<file path="src/rtl/snd_pkg.sv">
// Shared definitions for the 1-bit sound input path: sample width, saturation
// ceiling and the sample type passed between the decimator and its buffer.
package snd_pkg;
  localparam int SND_SAMPLE_W = 8;
  localparam logic [SND_SAMPLE_W-1:0] SND_SAT_MAX = 8'hFF;

  typedef logic [SND_SAMPLE_W-1:0] snd_sample_t;
endpackage

</file>
<file path="src/rtl/sound_in_fifo.sv">
// Sample buffer with sticky overrun. `define SND_IN_FIFO_EN selects a FIFO_DEPTH-entry
// circular buffer; otherwise a single holding register with a valid flag is built.
module sound_in_fifo
  import snd_pkg::*;
#(
  parameter int FIFO_DEPTH = 4
) (
  input  logic        clk,
  input  logic        rst,
  input  logic        i_push,
  input  snd_sample_t i_din,
  input  logic        i_pop,
  input  logic        i_clr_ovr,
  output snd_sample_t o_dout,
  output logic        o_ready,
  output logic        o_overrun
);

  if ((FIFO_DEPTH < 2) || ((FIFO_DEPTH & (FIFO_DEPTH - 1)) != 0)) begin : g_bad_depth
    $error("sound_in_fifo: FIFO_DEPTH must be a power of two, at least 2");
  end

  logic        w_pop;
  logic        w_push;
  logic        w_drop;
  snd_sample_t r_dout;
  logic        r_ovr;

`ifdef SND_IN_FIFO_EN
  localparam int PTR_W = $clog2(FIFO_DEPTH);

  logic [PTR_W:0]   r_wr;
  logic [PTR_W:0]   r_rd;
  logic [PTR_W:0]   w_count;
  logic [PTR_W-1:0] w_rd_next_idx;
  logic             w_empty;
  logic             w_full;
  snd_sample_t      r_mem [FIFO_DEPTH];

  assign w_count       = r_wr - r_rd;
  assign w_empty       = (r_wr == r_rd);
  assign w_full        = (r_wr[PTR_W] != r_rd[PTR_W]) &&
                         (r_wr[PTR_W-1:0] == r_rd[PTR_W-1:0]);
  assign w_rd_next_idx = r_rd[PTR_W-1:0] + 1'b1;
  assign w_pop         = i_pop & ~w_empty;
  assign w_push        = i_push & (~w_full | w_pop);
  assign w_drop        = i_push & w_full & ~w_pop;

  always_ff @(posedge clk) begin
    if (w_push) r_mem[r_wr[PTR_W-1:0]] <= i_din;
  end

  // dout is a show-ahead copy of the head, reloaded whenever the head moves
  always_ff @(posedge clk or posedge rst) begin
    if (rst) begin
      r_wr   <= '0;
      r_rd   <= '0;
      r_dout <= '0;
      r_ovr  <= 1'b0;
    end else begin
      if (w_pop)  r_rd <= r_rd + 1'b1;
      if (w_push) r_wr <= r_wr + 1'b1;
      if (w_pop) begin
        if (w_count != (PTR_W+1)'(1)) r_dout <= r_mem[w_rd_next_idx];
        else if (w_push)              r_dout <= i_din;
      end else if (w_empty && w_push) begin
        r_dout <= i_din;
      end
      if (w_drop)         r_ovr <= 1'b1;
      else if (i_clr_ovr) r_ovr <= 1'b0;
    end
  end

  assign o_ready = ~w_empty;
`else
  logic r_valid;

  assign w_pop  = i_pop & r_valid;
  assign w_push = i_push & (~r_valid | w_pop);
  assign w_drop = i_push & r_valid & ~w_pop;

  always_ff @(posedge clk or posedge rst) begin
    if (rst) begin
      r_valid <= 1'b0;
      r_dout  <= '0;
      r_ovr   <= 1'b0;
    end else begin
      if (w_push)     r_valid <= 1'b1;
      else if (w_pop) r_valid <= 1'b0;
      if (w_push) r_dout <= i_din;
      if (w_drop)         r_ovr <= 1'b1;
      else if (i_clr_ovr) r_ovr <= 1'b0;
    end
  end

  assign o_ready = r_valid;
`endif

  assign o_dout    = r_dout;
  assign o_overrun = r_ovr;

endmodule

</file>
<file path="src/rtl/sound_in.sv">
// 1-bit sound input: synchronizes the comparator bit, returns it as sigma-delta
// feedback and integrates-and-dumps it into 8-bit samples (buffer depth via SND_IN_FIFO_EN).
module sound_in
  import snd_pkg::*;
#(
  parameter int DIV        = 8,
  parameter int WIN_LOG2   = 8,
  parameter int FIFO_DEPTH = 4
) (
  input  logic        clk,
  input  logic        rst,
  input  logic        pdm_in,
  output logic        fb_out,
  input  logic        sample_rd,
  input  logic        clr_ovr,
  output snd_sample_t dout,
  output logic        ready,
  output logic        overrun
);

  localparam int DIV_W = (DIV > 1) ? $clog2(DIV) : 1;
  localparam logic [DIV_W-1:0] DIV_LAST = DIV_W'(DIV - 1);
  localparam int SHIFT = (WIN_LOG2 < SND_SAMPLE_W) ? (SND_SAMPLE_W - WIN_LOG2) : 0;

  // Short windows are left-aligned so full scale still reaches 8 bits before clipping.
  function automatic snd_sample_t sat_sample(input logic [WIN_LOG2:0] sum);
    logic [WIN_LOG2+SND_SAMPLE_W:0] wide;
    wide = (WIN_LOG2+SND_SAMPLE_W+1)'(sum) << SHIFT;
    return (wide > (WIN_LOG2+SND_SAMPLE_W+1)'(SND_SAT_MAX)) ? SND_SAT_MAX
                                                             : wide[SND_SAMPLE_W-1:0];
  endfunction

  logic                r_sync1;
  logic                r_sync2;
  logic [DIV_W-1:0]    r_div;
  logic [WIN_LOG2-1:0] r_wcnt;
  logic [WIN_LOG2:0]   r_acc;
  logic                r_fb;
  logic                w_tick;
  logic                w_final;
  logic [WIN_LOG2:0]   w_sum;
  snd_sample_t         w_sample;

  assign w_tick   = (r_div == DIV_LAST);
  assign w_final  = w_tick & (&r_wcnt);
  assign w_sum    = r_acc + {{WIN_LOG2{1'b0}}, r_sync2};
  assign w_sample = sat_sample(w_sum);

  // Stage: 2-FF synchronizer for the asynchronous comparator bit
  always_ff @(posedge clk or posedge rst) begin
    if (rst) begin
      r_sync1 <= 1'b0;
      r_sync2 <= 1'b0;
    end else begin
      r_sync1 <= pdm_in;
      r_sync2 <= r_sync1;
    end
  end

  // Stage: bit-tick divider, feedback bit, window counter and accumulator
  always_ff @(posedge clk or posedge rst) begin
    if (rst) begin
      r_div  <= '0;
      r_wcnt <= '0;
      r_acc  <= '0;
      r_fb   <= 1'b0;
    end else begin
      r_div <= w_tick ? '0 : r_div + 1'b1;
      if (w_tick) begin
        r_fb   <= r_sync2;
        r_wcnt <= r_wcnt + 1'b1;
        r_acc  <= w_final ? '0 : w_sum;
      end
    end
  end

  assign fb_out = r_fb;

  // Stage: finished samples go straight into the buffer on the final tick
  sound_in_fifo #(
    .FIFO_DEPTH(FIFO_DEPTH)
  ) u_fifo (
    .clk       (clk),
    .rst       (rst),
    .i_push    (w_final),
    .i_din     (w_sample),
    .i_pop     (sample_rd),
    .i_clr_ovr (clr_ovr),
    .o_dout    (dout),
    .o_ready   (ready),
    .o_overrun (overrun)
  );

endmodule

</file>
<file path="config.mk">
export PLATFORM = sky130hd
export DESIGN_NAME = sound_in
export DESIGN_NICKNAME = d
export VERILOG_FILES = /design/src/rtl/snd_pkg.sv /design/src/rtl/sound_in_fifo.sv /design/src/rtl/sound_in.sv
export SDC_FILE = /design/constraint.sdc
export NUM_CORES = 1
export LEC_CHECK = 0
export CORE_MARGIN = 2
export CORE_UTILIZATION = 45
export CTS_CLUSTER_SIZE = 28
export DETAILED_ROUTE_END_ITERATION = 16
export HOLD_SLACK_MARGIN = 0.03
export PLACE_DENSITY = 0.66
export SYNTH_ARGS = -nofsm -noshare
export SYNTH_HDL_FRONTEND = slang
export SYNTH_SLANG_ARGS = --single-unit
export TNS_END_PERCENT = 1
</file>
<file path="constraint.sdc">
create_clock -name clk -period 4.7 [get_ports clk]
set_input_delay 0.94 -clock clk [delete_from_list [all_inputs] [get_ports clk]]
set_output_delay 0.94 -clock clk [all_outputs]
set_load 0.02 [all_outputs]
</file>
**After elaboration in Yosys (flattened, before gate mapping)**

Cells that the tools add are included.

- Magnitude comparators: 1
- Bitwise gates (word level): 8
- Muxes and demuxes: 7
- Equal/unequal tests: 1
- Add/subtract/negate cells: 3
- Reduce and logical (&&, ||, !) cells: 3

Operators with widths:

| operator | count |
|---|---|
| adder 9 x 1 -> 9 bit | 1 |
| greater-than comparator 9 x 8 -> 1 bit, second input constant | 1 |
| 2-to-1 mux 9 bit | 1 |
| adder 8 x 1 -> 8 bit, second input constant | 1 |
| 2-to-1 mux 8 bit | 1 |
| AND reduction 8 bit | 1 |
| AND 1 bit | 5 |
| 2-to-1 mux 1 bit | 4 |
| nonzero test 2 bit | 2 |
| adder 3 x 1 -> 3 bit, second input constant | 1 |
| == test 3 bit, second input constant | 1 |
| 2-to-1 mux 3 bit | 1 |
| NOT 1 bit | 2 |
| OR 1 bit | 1 |

- Register bits after elaboration: 33
- Output and inout port bits: 11
- Bits of input ports: 5
- Logic and storage cells: 32

**Depth between registers and ports, before layout**

Gate-level depths: netlist of run 1.

- Depth after elaboration: 5
- Mapped depth: 7
- Mapped depth without buffers: 6

**By module**

Synthesis of run 1 repeated with hierarchy kept, for this count alone.

- Cells, all modules: 141
- Area, all modules: 1634.1 um2

Modules (own cells, without submodules):

| module | seq. area each (um2) | area an instance (um2) | cells an instance | times used |
|---|---|---|---|---|
| sound_in | 575.6 | 1217.4 | 116 | 1 |
| sound_in_fifo | 250.2 | 416.6 | 25 | 1 |

**Worst setup path after synthesis of run 1**

No wires, ideal clock.

- Kind: input to register
- From: input port sample_rd
- To: register u_fifo.r_dout[4] (netlist: u_fifo.o_dout[4])
- Setup time: 0.126 ns
- Setup slack: 2.804 ns
- Path buffers: 1
- Data arrival time: 1.770 ns
- Data required time: 4.574 ns
- Stages: 5
- Cells stage by stage: nand2b_1 and4_1 buf_6 nand3b_4 o32a_1

- Cells in the longest elaborated chain, start to end: 3

RTL lines:

| item | line | source |
|---|---|---|
| start: declaration | sound_in.sv:14 | `input logic sample_rd,` |
| AND 1 bit | sound_in_fifo.sv:78 | `assign w_pop = i_pop & r_valid;` |
| OR 1 bit | sound_in_fifo.sv:79 | `assign w_push = i_push & (~r_valid \| w_pop);` |
| AND 1 bit | sound_in_fifo.sv:79 |  |
| end signal: assignment | sound_in_fifo.sv:90 | `if (w_push) r_dout <= i_din;` |
| end: declaration | sound_in_fifo.sv:26 | `snd_sample_t r_dout;` |

No other way between the ends.
A chain may end at the register's enable or synchronous reset.

**Worst setup path in the final report of run 1**

- From: register r_div[0]
- To: register u_fifo.r_dout[2] (netlist: u_fifo.o_dout[2])

- Cells in the longest elaborated chain, start to end: 3

RTL lines:

| item | line | source |
|---|---|---|
| start: declaration | sound_in.sv:35 | `logic [DIV_W-1:0] r_div;` |
| start signal: assignment | sound_in.sv:68 | `r_div <= w_tick ? '0 : r_div + 1'b1;` |
| == test 3 bit | sound_in.sv:44 | `assign w_tick = (r_div == DIV_LAST);` |
| AND 1 bit | sound_in.sv:45 | `assign w_final = w_tick & (&r_wcnt);` |
| AND 1 bit | sound_in_fifo.sv:79 |  |

No other way between the ends.

==> out/qor_table.md, run 1 <==
| Step | Metric | Value |
|:---|:---|:---|
| power and ir drop | Max IR drop VDD | 0.209 mV |
| floorplan | Ports | 16 |
| run | Number of maximum-capacitance constraint violations | 0 |
| critical path | Worst Path Max Fanout | 20 |
| critical path | Worst setup path category | reg -> reg |
| yosys | Dominant combinational cell family by area after synthesis | simple AND/OR/NAND/NOR gates |
| yosys | Portion of netlist area occupied by mux cells | 0.0154 |
| timing | Unrepaired setup endpoints after global routing | no |
| placement | GPL Wtd Cong | 0.754 |
| yosys | Complex-gate fraction of the synthesized area | 0.114 |
| status | Outcome | finished, final reports clean |
| final layout | Number of inserted diodes | 0 |
| placement | HPWL after detailed placement | 1830 um |
| placement | Total cell area at the placement stage | 0.00166 mm2 |
| floorplan | Floorplan Core Area | 0.00308 mm2 |
| final layout | Number of non-filler instances in the completed layout | 189 |
| clocking | Post-CTS Repair Setup Buffers | 0 |
| clocking | Cells resized by post-CTS repair | 0 |
| timing | Post-route setup TNS | 0 ns |
| yosys | Simple-gate portion of the synthesized area | 0.166 |
| placement | Count of port buffers added during placement | 15 |
| hold path | HP Class | reg -> reg |
| clocking | Clock tree from TritonCTS | built |
| grt | Global-route wire length before repair | 4510 um |
| detailed routing | Routed WL | 2610 um |
| floorplan | Die area | 0.00372 mm2 |
| yosys | Number of warnings issued by yosys | 0 |
| detailed routing | Top metal layer carrying routed signals | met4 |
| clocking | Root Driver | clkbuf_4 |
| final layout | FF/Latch Area | 826 um2 |
| timing | Worst slew slack as a fraction of its limit | 0.566 |
| floorplan | Die X-Extent | 61.0 um |
| detailed routing | 1st-pass router iterations | 4 |
| timing | Part of the cycle the worst path needs | 0.539 |
| final layout | Number of nets in the finished design | 155 |
| critical path | Worst EP required | 4.92 ns |
| detailed routing | Detailed Route Iter0 Violations | 54 |
| timing | Achievable Freq | 395 MHz |
| detailed routing | Routed len/inst | 13.8 um |
| final layout | Count of filler cells inserted in the layout | 281 |
| final layout | Fraction of final layout cells with drive strength greater than 1 | 0.110 |
| timing | Shortest clock period the worst path allows after layout | 2.53 ns |
| grt | Via count of the first global-routing pass | 1,005 |
| yosys | Largest area contributor in the netlist | dfrtp_1 |
| placement | Placed cell count | 182 |
| timing | Finish-stage setup viols | 0 |
| yosys | Xor and xnor area share after synthesis | 0.0659 |
| critical path | Data arrival time at the worst-slack endpoint | 2.76 ns |
| critical path | CP startpoint kind | register |
| detailed routing | Via density | 5.26 |
| floorplan | Die Y-Extent | 61.0 um |
| clocking | CTS Buffer Depth | 2 |
| final layout | Area growth from synthesis to final layout | 17.0% |
| yosys | Avg Cell Area, Syn | 11.7 um2 |
| yosys | Portion of the post-synthesis area used by sequential elements | 0.565 |
| yosys | Synthesized-area fraction occupied by adder cells | 0.0428 |
| critical path | CP endpoint kind | register |
| grt | Initial antenna violation count | 0 |
| grt | GRT overflow | 0 |
| detailed routing | M1 WL | 1240 um |
| clocking | Number of buffers created by CTS | 5 |
| clocking | Post-cts hold buffer count | 0 |
| detailed routing | Sum of met3 wire segment lengths after detailed routing | 109 um |
| grt | Maximum number of pins on one net before global-route repair | 34 |
| yosys | Cell area after synthesis | 0.00146 mm2 |
| timing | Fin. Hold Viols | 0 |
| timing | Post-Route Skew | 0.00752 ns |
| detailed routing | Total met2 wirelength after detailed routing | 1220 um |
| detailed routing | Total DRC errors in the routed layout | 0 |
| yosys | Top cell type's share of synthesized area | 0.565 |
| clocking | Latest clock arrival within the worst-skew pair | 0.33 ns |
| yosys | Mapped Nets | 135 |
| floorplan | Effective utilization at floorplan | 0.475 |
| final layout | Multi-input gate area in the final layout | 591 um2 |
| power and ir drop | Pwr dens | 298 mW/mm2 |
| detailed routing | Vias | 995 |
| clocking | Number of clock sinks seen by CTS | 33 |
| clocking | Clock transition at path regs | 0.10 ns |
| timing | Pin slew with the least headroom to its limit | 0.652 ns |
| grt | All-Layer GR Usage | 0.170 |
| floorplan | Number of core rows | 20 |
| yosys | Count of state elements after synthesis | 33 |
| detailed routing | ANT nets after route | 0 |
| power and ir drop | Leakage power total | 0.757 nW |
| clocking | Maximum level of the CTS H-tree | 2 |
| timing | Max-slew violation count | 0 |
| final layout | Post-layout instance area | 0.00171 mm2 |
| yosys | Unique masters post-synth | 29 |
| yosys | Cell count after synthesis | 125 |
| yosys | Most area-consuming cells after synthesis | dfrtp_1, xnor2_1, ha_1, a22o_1, nand3_1 |
-- state kept, by name, indices dropped and copies added (netlist names) --
signal / flops
r_wcnt: 8
u_fifo.o_ready: 1
r_sync2: 1
u_fifo.o_overrun: 1
fb_out: 1
u_fifo.o_dout: 8
r_div: 3
r_acc: 9
r_sync1: 1
-- through the flow --
stage / setup slack (ns) / hold WS, ns / utilization / power [W]
2_1_floorplan: 2.80 / 0.331 / - / 0.000340
3_3_place_gp: 2.17 / 0.333 / 0.538 / 0.000354
3_5_place_dp: 2.09 / 0.347 / 0.538 / 0.000355
4_1_cts: 2.16 / 0.369 / 0.556 / 0.000516
5_1_grt: 1.98 / 0.373 / 0.556 / 0.000536
6_report: 2.17 / 0.365 / 0.556 / 0.000510
-- cell usage after synthesis (all sizes together) --
cell type / number
dfrtp: 33
nor3: 2
nand2b: 1
inv: 7
o32a: 2
nor2: 8
and3: 3
o22a: 2
clkbuf: 2
and3b: 1
and2: 3
and4: 3
xor2: 3
nand3b: 1
nand3: 6
a22o: 4
ha: 5
mux2: 2
a21oi: 4
nor2b: 3
nand2: 6
o22ai: 4
buf: 1
o21ai: 7
xnor2: 8
nand4: 4
-- cells in the final DEF, fill, tap and decap left out, types with 2 or more instances in the layout --
| cell type | n |
|---|---|
| a21oi_1 | 4 |
| a22o_1 | 4 |
| and2_1 | 3 |
| and3_1 | 2 |
| and4_1 | 3 |
| clkbuf_4 | 5 |
| clkdlybuf4s50_1 | 15 |
| dfrtp_1 | 33 |
| ha_1 | 5 |
| inv_1 | 7 |
| mux2_2 | 2 |
| nand2_1 | 6 |
| nand3_1 | 6 |
| nand4_1 | 4 |
| nor2_1 | 8 |
| nor2b_1 | 3 |
| o21ai_0 | 6 |
| o22a_2 | 2 |
| o22ai_1 | 4 |
| o32a_1 | 2 |
| xnor2_1 | 8 |
| xor2_1 | 3 |
-- cell type report --
type                       instances  area share
inverter                           7      0.0154
tap                               44      0.0322
multi-input combinational         82       0.345
sequential                        33       0.483
clock buffer                       7      0.0322
timing repair buffer              16      0.0922
-- kinds of logic after synthesis --
kind of cell	after synthesis
multiplexers	2
XOR/XNOR	11
AND/OR/NAND/NOR	41
flip-flops	33
buffers and inverters	10
AO/OA/AOI/OAI	23
adder cells (fa/ha/maj)	5
-- critical path: stages (launching register included) --
cell and delay (ns):
dfrtp_1 0.37, ha_1 0.15, ha_1 0.57, and3_1 0.36, and4_1 0.48, nand3b_4 0.14, o32a_1 0.35
-- per-layer routing --
layer	GRT usage	vias to the layer above
met5	0	-
met1	0.226	482
met3	0.0384	6
met4	0.0932	0
met2	0.258	22
li1	-	485
-- worst paths after layout --
path | startpoint | to | slack, ns | cells past startpoint
max | r_div[0]$_DFF_PP0_ | u_fifo.o_dout[2]$_DFFE_PP0P_ | 2.17 | 6
min | r_sync1$_DFF_PP0_ | r_sync2$_DFF_PP0_ | 0.36 | 0
max reg2reg | r_div[0]$_DFF_PP0_ | u_fifo.o_dout[2]$_DFFE_PP0P_ | 2.17 | 6
min reg2reg | r_sync1$_DFF_PP0_ | r_sync2$_DFF_PP0_ | 0.36 | 0
max in group asynchronous | rst | u_fifo.o_dout[1]$_DFFE_PP0P_ | 3.42 | 3
min in group asynchronous | rst | r_acc[3]$_DFFE_PP0P_ | 0.98 | 3
-- where the power goes --
| group | internal (W) | switching, W | total, W | leakage (nW) |
|---|---|---|---|---|
| combinational | 0.0000196 | 0.0000220 | 0.0000416 | 0.292 |
| sequential | 0.000295 | 0.0000114 | 0.000307 | 0.434 |
| clock | 0.0000706 | 0.0000912 | 0.000162 | 0.0314 |
| total | 0.000386 | 0.000125 | 0.000510 | 0.757 |
Note: power is estimated with default switching activity, not from simulation.
==> run 2: changes to the inputs <==
==> constraint.sdc (replaced) <==
create_clock -name clk -period 2.45 [get_ports clk]
set_input_delay 0.49 -clock clk [delete_from_list [all_inputs] [get_ports clk]]
set_output_delay 0.49 -clock clk [all_outputs]
set_load 0.02 [all_outputs]
==> out/qor_table.md, run 2 (same netlist as run 1, synthesis figures left out) <==
| Step | Metric | Value | Delta |
|:---|:---|:---|:---|
| status | Outcome | finished, final reports clean |  |
| grt | Maximum number of pins on one net before global-route repair | 34 | unchanged |
| detailed routing | Total DRC errors in the routed layout | 0 | unchanged |
| grt | Global-route wire length before repair | 4440 um | -1.5% |
| placement | GPL Wtd Cong | 0.744 | -1.3% |
| floorplan | Ports | 16 | unchanged |
| timing | Post-Route Skew | 0.00156 ns | -0.00596 ns |
| timing | Shortest clock period the worst path allows after layout | 1.92 ns | -0.616 ns |
| timing | Achievable Freq | 521 MHz | +32% |
| floorplan | Floorplan Core Area | 0.00308 mm2 | unchanged |
| critical path | Worst Path Max Fanout | 7 | -65% |
| final layout | Count of filler cells inserted in the layout | 279 | -0.71% |
| final layout | Area growth from synthesis to final layout | 19.1% |  |
| timing | Worst Hold Slack | 0.357 ns | -0.00749 ns |
| timing | Post-route setup TNS | 0 ns | unchanged |
| final layout | Highest-count cells in the layout ignoring fill and taps | dfrtp_1, clkdlybuf4s50_1, nor2_1, xnor2_1, inv_1 |  |
| detailed routing | Detailed Route Iter0 Violations | 47 | -13% |
| grt | All-Layer GR Usage | 0.168 | -0.00222 |
| critical path | Worst setup path category | reg -> reg |  |
| detailed routing | Sum of met3 wire segment lengths after detailed routing | 87 um | -20% |
| timing | Part of the cycle the worst path needs | 0.783 | +0.244 |
| critical path | Worst EP required | 2.71 ns | -2.21 ns |
| critical path | CP endpoint kind | register |  |
| timing | Unrepaired setup endpoints after global routing | no |  |
| final layout | Multi-input gate area in the final layout | 591 um2 | unchanged |
| floorplan | Number of core rows | 20 | unchanged |
| clocking | Clock tree from TritonCTS | built |  |
| final layout | Largest register FFs | 9 | unchanged |
| clocking | Post-CTS Repair Setup Buffers | 0 | unchanged |
| power and ir drop | Max IR drop VDD | 0.325 mV | +56% |
| timing | Pin slew with the least headroom to its limit | 0.400 ns | -0.252 ns |
| clocking | CTS Buffer Depth | 2 | unchanged |
| final layout | Number of inserted diodes | 0 | unchanged |
| final layout | Number of non-filler instances in the completed layout | 192 | +1.6% |
| timing | Fin. Hold Viols | 0 | unchanged |
| final layout | Fraction of final layout cells with drive strength greater than 1 | 0.135 | +0.0248 |
| timing | Finish-stage setup viols | 0 | unchanged |
| hold path | HP Class | reg -> reg |  |
| detailed routing | Top metal layer carrying routed signals | met4 |  |
| final layout | Number of nets in the finished design | 157 | +1.3% |
| clocking | Number of buffers created by CTS | 5 | unchanged |
| detailed routing | ANT nets after route | 0 | unchanged |
| floorplan | Effective utilization at floorplan | 0.475 | unchanged |
| timing | Worst slew slack as a fraction of its limit | 0.734 | +0.168 |
| placement | HPWL after detailed placement | 1900 um | +3.8% |
| clocking | Maximum level of the CTS H-tree | 2 | unchanged |
| detailed routing | Total met2 wirelength after detailed routing | 1210 um | -0.74% |
| detailed routing | Via density | 5.23 | -0.57% |
| clocking | Post-cts hold buffer count | 0 | unchanged |
| placement | Placed cell count | 184 | +1.1% |
| run | Number of maximum-capacitance constraint violations | 0 | unchanged |
| placement | Count of port buffers added during placement | 15 | unchanged |
| power and ir drop | Leakage power total | 0.778 nW | +2.8% |
| final layout | Commonest non-fill, non-tap cell in the layout | dfrtp_1 |  |
| detailed routing | M1 WL | 1220 um | -1.6% |
| grt | Initial antenna violation count | 0 | unchanged |
| timing | Max-slew violation count | 0 | unchanged |
| clocking | Latest clock arrival within the worst-skew pair | 0.33 ns | about the same |
| critical path | CP startpoint kind | register |  |
| critical path | Data arrival time at the worst-slack endpoint | 2.17 ns | -0.59 ns |
| detailed routing | Routed len/inst | 13.4 um | -3.0% |
| floorplan | Die Y-Extent | 61.0 um | unchanged |
| clocking | Root Driver | clkbuf_4 |  |
| clocking | Number of clock sinks seen by CTS | 33 | unchanged |
| final layout | FF/Latch Area | 826 um2 | unchanged |
| detailed routing | Vias | 1,005 | +1.0% |
| grt | GRT overflow | 0 | unchanged |
| clocking | Clock transition at path regs | 0.09 ns | about the same |
| power and ir drop | Pwr dens | 578 mW/mm2 | +94% |
| floorplan | Die X-Extent | 61.0 um | unchanged |
| grt | Via count of the first global-routing pass | 978 | -2.7% |
| final layout | Register with the highest flop count | r_acc |  |
| detailed routing | 1st-pass router iterations | 4 | unchanged |
| floorplan | Die area | 0.00372 mm2 | unchanged |
| clocking | Cells resized by post-CTS repair | 0 | unchanged |
| detailed routing | Routed WL | 2570 um | -1.5% |
[run 2: cell types whose count changed in the layout (fill, tap and decap cells not counted)]
cell / before / now
clkinv_2: 0 / 1
clkbuf_8: 1 / 2
clkbuf_1: 1 / 0
buf_4: 1 / 3
[run 2: stage by stage]
stage | total power, W | util | worst slack [ns] | instance area, um2
finish | 0.00101 | 0.565 | 0.532 | 1740
global route | 0.00106 | 0.565 | 0.403 | 1740
CTS | 0.00102 | 0.565 | 0.525 | 1740
detailed placement | 0.000679 | 0.543 | 0.428 | 1670
global placement | 0.000677 | 0.543 | 0.499 | 1670
floorplan | 0.000651 | - | 0.781 | 1460
[run 2: worst paths after layout]
path	slack [ns]	cells after the start	start	endpoint
worst max-delay path	0.53	7	r_div[0]$_DFF_PP0_	u_fifo.o_dout[6]$_DFFE_PP0P_
worst min-delay path	0.36	0	r_sync1$_DFF_PP0_	r_sync2$_DFF_PP0_
worst max register to register	0.53	7	r_div[0]$_DFF_PP0_	u_fifo.o_dout[6]$_DFFE_PP0P_
worst min register to register	0.36	0	r_sync1$_DFF_PP0_	r_sync2$_DFF_PP0_
max in group asynchronous	1.63	3	rst	r_wcnt[2]$_DFFE_PP0P_
min in group asynchronous	0.53	3	rst	r_acc[0]$_DFFE_PP0P_
[run 2: worst max-delay path: stages (launching register included)]
cell and delay [ns]:
dfrtp_1 0.40, ha_1 0.20, ha_1 0.19, and3_1 0.20, and4_1 0.29, buf_4 0.18
and3b_2 0.22, a21oi_1 0.16
[run 2: final cells by class]
class | instances | share of cell area
Tap cell | 44 | 0.0316
Multi-Input combinational cell | 82 | 0.339
Clock buffer | 7 | 0.0374
Clock inverter | 1 | 0.00288
Inverter | 7 | 0.0151
Timing Repair Buffer | 18 | 0.0992
Sequential cell | 33 | 0.474
[run 2: power by group]
group	total [W]	switching, W	internal (W)
Combinational	0.0000777	0.0000403	0.0000374
Sequential	0.000588	0.0000213	0.000567
Clock	0.000341	0.000175	0.000166
Total	0.00101	0.000236	0.000770
[run 2: routing by layer]
layer,global-route usage,vias up
met5,0,-
met4,0.0932,0
met3,0.0512,6
met2,0.250,16
met1,0.219,490
li1,-,493
==> run 3: changes to the inputs <==
--- a/config.mk
+++ b/config.mk
@@ -10,7 +10,7 @@
 export CTS_CLUSTER_SIZE = 28
 export DETAILED_ROUTE_END_ITERATION = 16
 export HOLD_SLACK_MARGIN = 0.03
-export PLACE_DENSITY = 0.66
+export PLACE_DENSITY = 0.69
 export SYNTH_ARGS = -nofsm -noshare
 export SYNTH_HDL_FRONTEND = slang
 export SYNTH_SLANG_ARGS = --single-unit
==> constraint.sdc (replaced) <==
create_clock -name clk -period 1.74 [get_ports clk]
set_input_delay 0.348 -clock clk [delete_from_list [all_inputs] [get_ports clk]]
set_output_delay 0.348 -clock clk [all_outputs]
set_load 0.02 [all_outputs]
==> out/qor_table.md, run 3 (same netlist as run 1, synthesis figures left out) <==
| Step | Metric | Value | Delta |
|:---|:---|:---|:---|
| grt | Fraction of met1 tracks used by global routing | 0.193 | -0.0251 |
| power and ir drop | Net Sw Power | 0.000343 W | +45% |
| critical path | Worst EP required | 2.01 ns | -0.70 ns |
| clocking | Root Driver | clkbuf_4 |  |
| detailed routing | Vias | 1,023 | +1.8% |
| final layout | Fraction of final layout cells with drive strength greater than 1 | 0.201 | +0.0662 |
| timing | Worst slew slack as a fraction of its limit | 0.729 | -0.00436 |
| grt | All-Layer GR Usage | 0.159 | -0.00861 |
| critical path | Cell family with the largest share of critical-path delay | flip-flops |  |
| clocking | Clock tree from TritonCTS | built |  |
| grt | Initial antenna violation count | 0 | unchanged |
| floorplan | Die X-Extent | 61.0 um | unchanged |
| critical path | Cell occurring most often along the worst timing path | ha_1 |  |
| floorplan | Die Y-Extent | 61.0 um | unchanged |
| power and ir drop | Combinational fraction of design power | 0.082 | +0.005 |
| floorplan | Number of core rows | 20 | unchanged |
| detailed routing | 1st-pass router iterations | 4 | unchanged |
| grt | GRT overflow | 0 | unchanged |
| detailed routing | Routed WL | 2480 um | -3.8% |
| status | Outcome | finished, final reports clean |  |
| clocking | Cells resized by post-CTS repair | 0 | unchanged |
| timing | Finish-stage setup viols | 0 | unchanged |
| critical path | Largest stage delay, worst path | 0.40 ns | about the same |
| clocking | Post-CTS Repair Setup Buffers | 0 | unchanged |
| placement | Post-placement worst setup slack | -0.0521 ns | -0.481 ns |
| critical path | CP Cell Sequence | ha_1 -> ha_1 -> and3_1 -> buf_4 -> and3_2 -> o21ai_0 -> a22o_1 |  |
| floorplan | Ports | 16 | unchanged |
| critical path | CP startpoint kind | register |  |
| clocking | Latest clock arrival within the worst-skew pair | 0.33 ns | about the same |
| timing | Post-Route Skew | 0.0106 ns | +0.00901 ns |
| final layout | Number of nets in the finished design | 163 | +3.8% |
| timing | Fin. Hold Viols | 0 | unchanged |
| detailed routing | ANT nets after route | 0 | unchanged |
| final layout | Post-layout instance area | 0.00181 mm2 | +3.8% |
| final layout | Number of inserted diodes | 0 | unchanged |
| critical path | Worst setup path category | reg -> reg |  |
| clocking | Maximum level of the CTS H-tree | 2 | unchanged |
| final layout | Final core utilization | 0.587 | +0.0215 |
| critical path | Worst path bufs/invs | 1 | unchanged |
| clocking | Clock transition at path regs | 0.10 ns | about the same |
| clocking | Number of clock sinks seen by CTS | 33 | unchanged |
| timing | Achievable Freq | 583 MHz | +12% |
| critical path | Reg-to-reg slack, setup | 0.02 ns | -0.51 ns |
| placement | GPL Wtd Cong | 0.743 | -0.24% |
| timing | Shortest clock period the worst path allows after layout | 1.72 ns | -0.202 ns |
| final layout | Highest-count cells in the layout ignoring fill and taps | dfrtp_1, clkdlybuf4s50_1, buf_4 |  |
| critical path | CP endpoint kind | register |  |
| detailed routing | Via density | 5.17 | -1.3% |
| timing | Part of the cycle the worst path needs | 0.986 | +0.203 |
| detailed routing | Total DRC errors in the routed layout | 0 | unchanged |
| timing | Unrepaired setup endpoints after global routing | yes |  |
| critical path | Worst Path Max Fanout | 4 | -3 |
| clocking | Post-cts hold buffer count | 0 | unchanged |
| floorplan | Effective utilization at floorplan | 0.475 | unchanged |
| clocking | Number of buffers created by CTS | 5 | unchanged |
| placement | HPWL after detailed placement | 1850 um | -2.5% |
| power and ir drop | Register share of total power | 0.581 | -0.003 |
| placement | Count of port buffers added during placement | 15 | unchanged |
| power and ir drop | Cell-internal power | 0.00109 W | +41% |
| final layout | Largest register FFs | 9 | unchanged |
| final layout | Register with the highest flop count | r_acc |  |
| detailed routing | Routed len/inst | 12.5 um | -6.7% |
| power and ir drop | Switching power share of the total | 0.239 | +0.00450 |
| critical path | Data arrival time at the worst-slack endpoint | 1.99 ns | -0.18 ns |
| power and ir drop | Leakage power total | 0.809 nW | +3.9% |
| grt | Maximum number of pins on one net before global-route repair | 34 | unchanged |
| detailed routing | Detailed Route Iter0 Violations | 42 | -11% |
| clocking | CTS Buffer Depth | 2 | unchanged |
| power and ir drop | Max IR drop VDD | 0.496 mV | +52% |
| final layout | Area growth from synthesis to final layout | 23.6% |  |
| final layout | Count of filler cells inserted in the layout | 264 | -5.4% |
| power and ir drop | Pwr dens | 793 mW/mm2 | +37% |
| critical path | Master of the slowest instance on the critical path | dfrtp_1 |  |
| grt | Via count of the first global-routing pass | 991 | +1.3% |
| power and ir drop | Clock network fraction of total power | 0.337 | -0.002 |
| final layout | Commonest non-fill, non-tap cell in the layout | dfrtp_1 |  |
| floorplan | Floorplan Core Area | 0.00308 mm2 | unchanged |
| grt | Met3 routing resource usage after global routing | 0.0640 | +0.0128 |
| timing | Pin slew with the least headroom to its limit | 0.406 ns | +0.00654 ns |
| timing | Max-slew violation count | 0 | unchanged |
| grt | Most Crowded Layer GR | met2 |  |
| run | Number of maximum-capacitance constraint violations | 0 | unchanged |
| placement | Total cell area at the placement stage | 0.00172 mm2 | +2.7% |
| floorplan | Die area | 0.00372 mm2 | unchanged |
| timing | Worst setup slack after layout | 0.0243 ns | -0.508 ns |
| grt | Global-route wire length before repair | 4270 um | -3.9% |
| hold path | HP Class | reg -> reg |  |
| grt | GR Layer Usage met2 | 0.267 | +0.0169 |
run 3: cell count changes in the layout (fill, tap and decap cells not counted):
cell | before | now
nand3_2 | 0 | 2
buf_4 | 3 | 9
o22ai_2 | 0 | 1
o22ai_1 | 4 | 3
o21ai_1 | 0 | 1
and4_1 | 3 | 2
and4_2 | 0 | 1
nand3_1 | 6 | 4
a21oi_1 | 4 | 3
o21ai_0 | 6 | 5
a21oi_2 | 0 | 1
run 3: worst paths after layout:
path / start / to / depth (start not counted)
worst max-delay path: r_div[0]$_DFF_PP0_ / r_acc[4]$_DFFE_PP0P_ / 7
worst min-delay path: r_sync1$_DFF_PP0_ / r_sync2$_DFF_PP0_ / 0
worst max register to register: r_div[0]$_DFF_PP0_ / r_acc[4]$_DFFE_PP0P_ / 7
worst min register to register: r_sync1$_DFF_PP0_ / r_sync2$_DFF_PP0_ / 0
max in group asynchronous: rst / r_wcnt[7]$_DFFE_PP0P_ / 3
min in group asynchronous: rst / u_fifo.o_dout[0]$_DFFE_PP0P_ / 3
run 3: worst reg2reg max path, stage by stage, from the launching register on:
cell and delay, ns:
dfrtp_1 0.40, ha_1 0.20, ha_1 0.18, and3_1 0.16, buf_4 0.15, and3_2 0.24, o21ai_0 0.18, a22o_1 0.16
run 3: layer usage:
layer / wire length [um] / share of wire
met3: 91 / 0.037
met5: 0 / 0
met1: 1060 / 0.43
met2: 1300 / 0.52
met4: 25 / 0.010
run 3: power groups by stage:
stage / clock, W / combinational [W] / sequential (W)
6_report: 0.000483 / 0.000118 / 0.000832
5_1_grt: 0.000548 / 0.000140 / 0.000837
4_1_cts: 0.000502 / 0.000117 / 0.000829
3_5_place_dp: 0 / 0.000117 / 0.000843
3_3_place_gp: 0 / 0.000119 / 0.000842
2_1_floorplan: 0 / 0.0000802 / 0.000837
run 3: layout make-up:
class | instances | area [um2] | area share
Tap cell | 44 | 55.1 | 0.0305
Clock inverter | 1 | 5.00 | 0.00277
Multi-Input combinational cell | 82 | 612 | 0.339
Clock buffer | 7 | 65.1 | 0.0360
Timing Repair Buffer | 24 | 218 | 0.120
Inverter | 7 | 26.3 | 0.0145
Sequential cell | 33 | 826 | 0.457
run 3: through the flow:
stage | cells | hold slack, ns | total power, W | TNS, ns
after detailed placement | 190 | 0.344 | 0.000961 | -0.0960
after global routing | 198 | 0.374 | 0.00153 | -0.414
final | 198 | 0.365 | 0.00143 | 0
after global placement | 190 | 0.332 | 0.000961 | -0.0428
after floorplan | 125 | 0.331 | 0.000917 | 0
after CTS | 198 | 0.368 | 0.00145 | 0
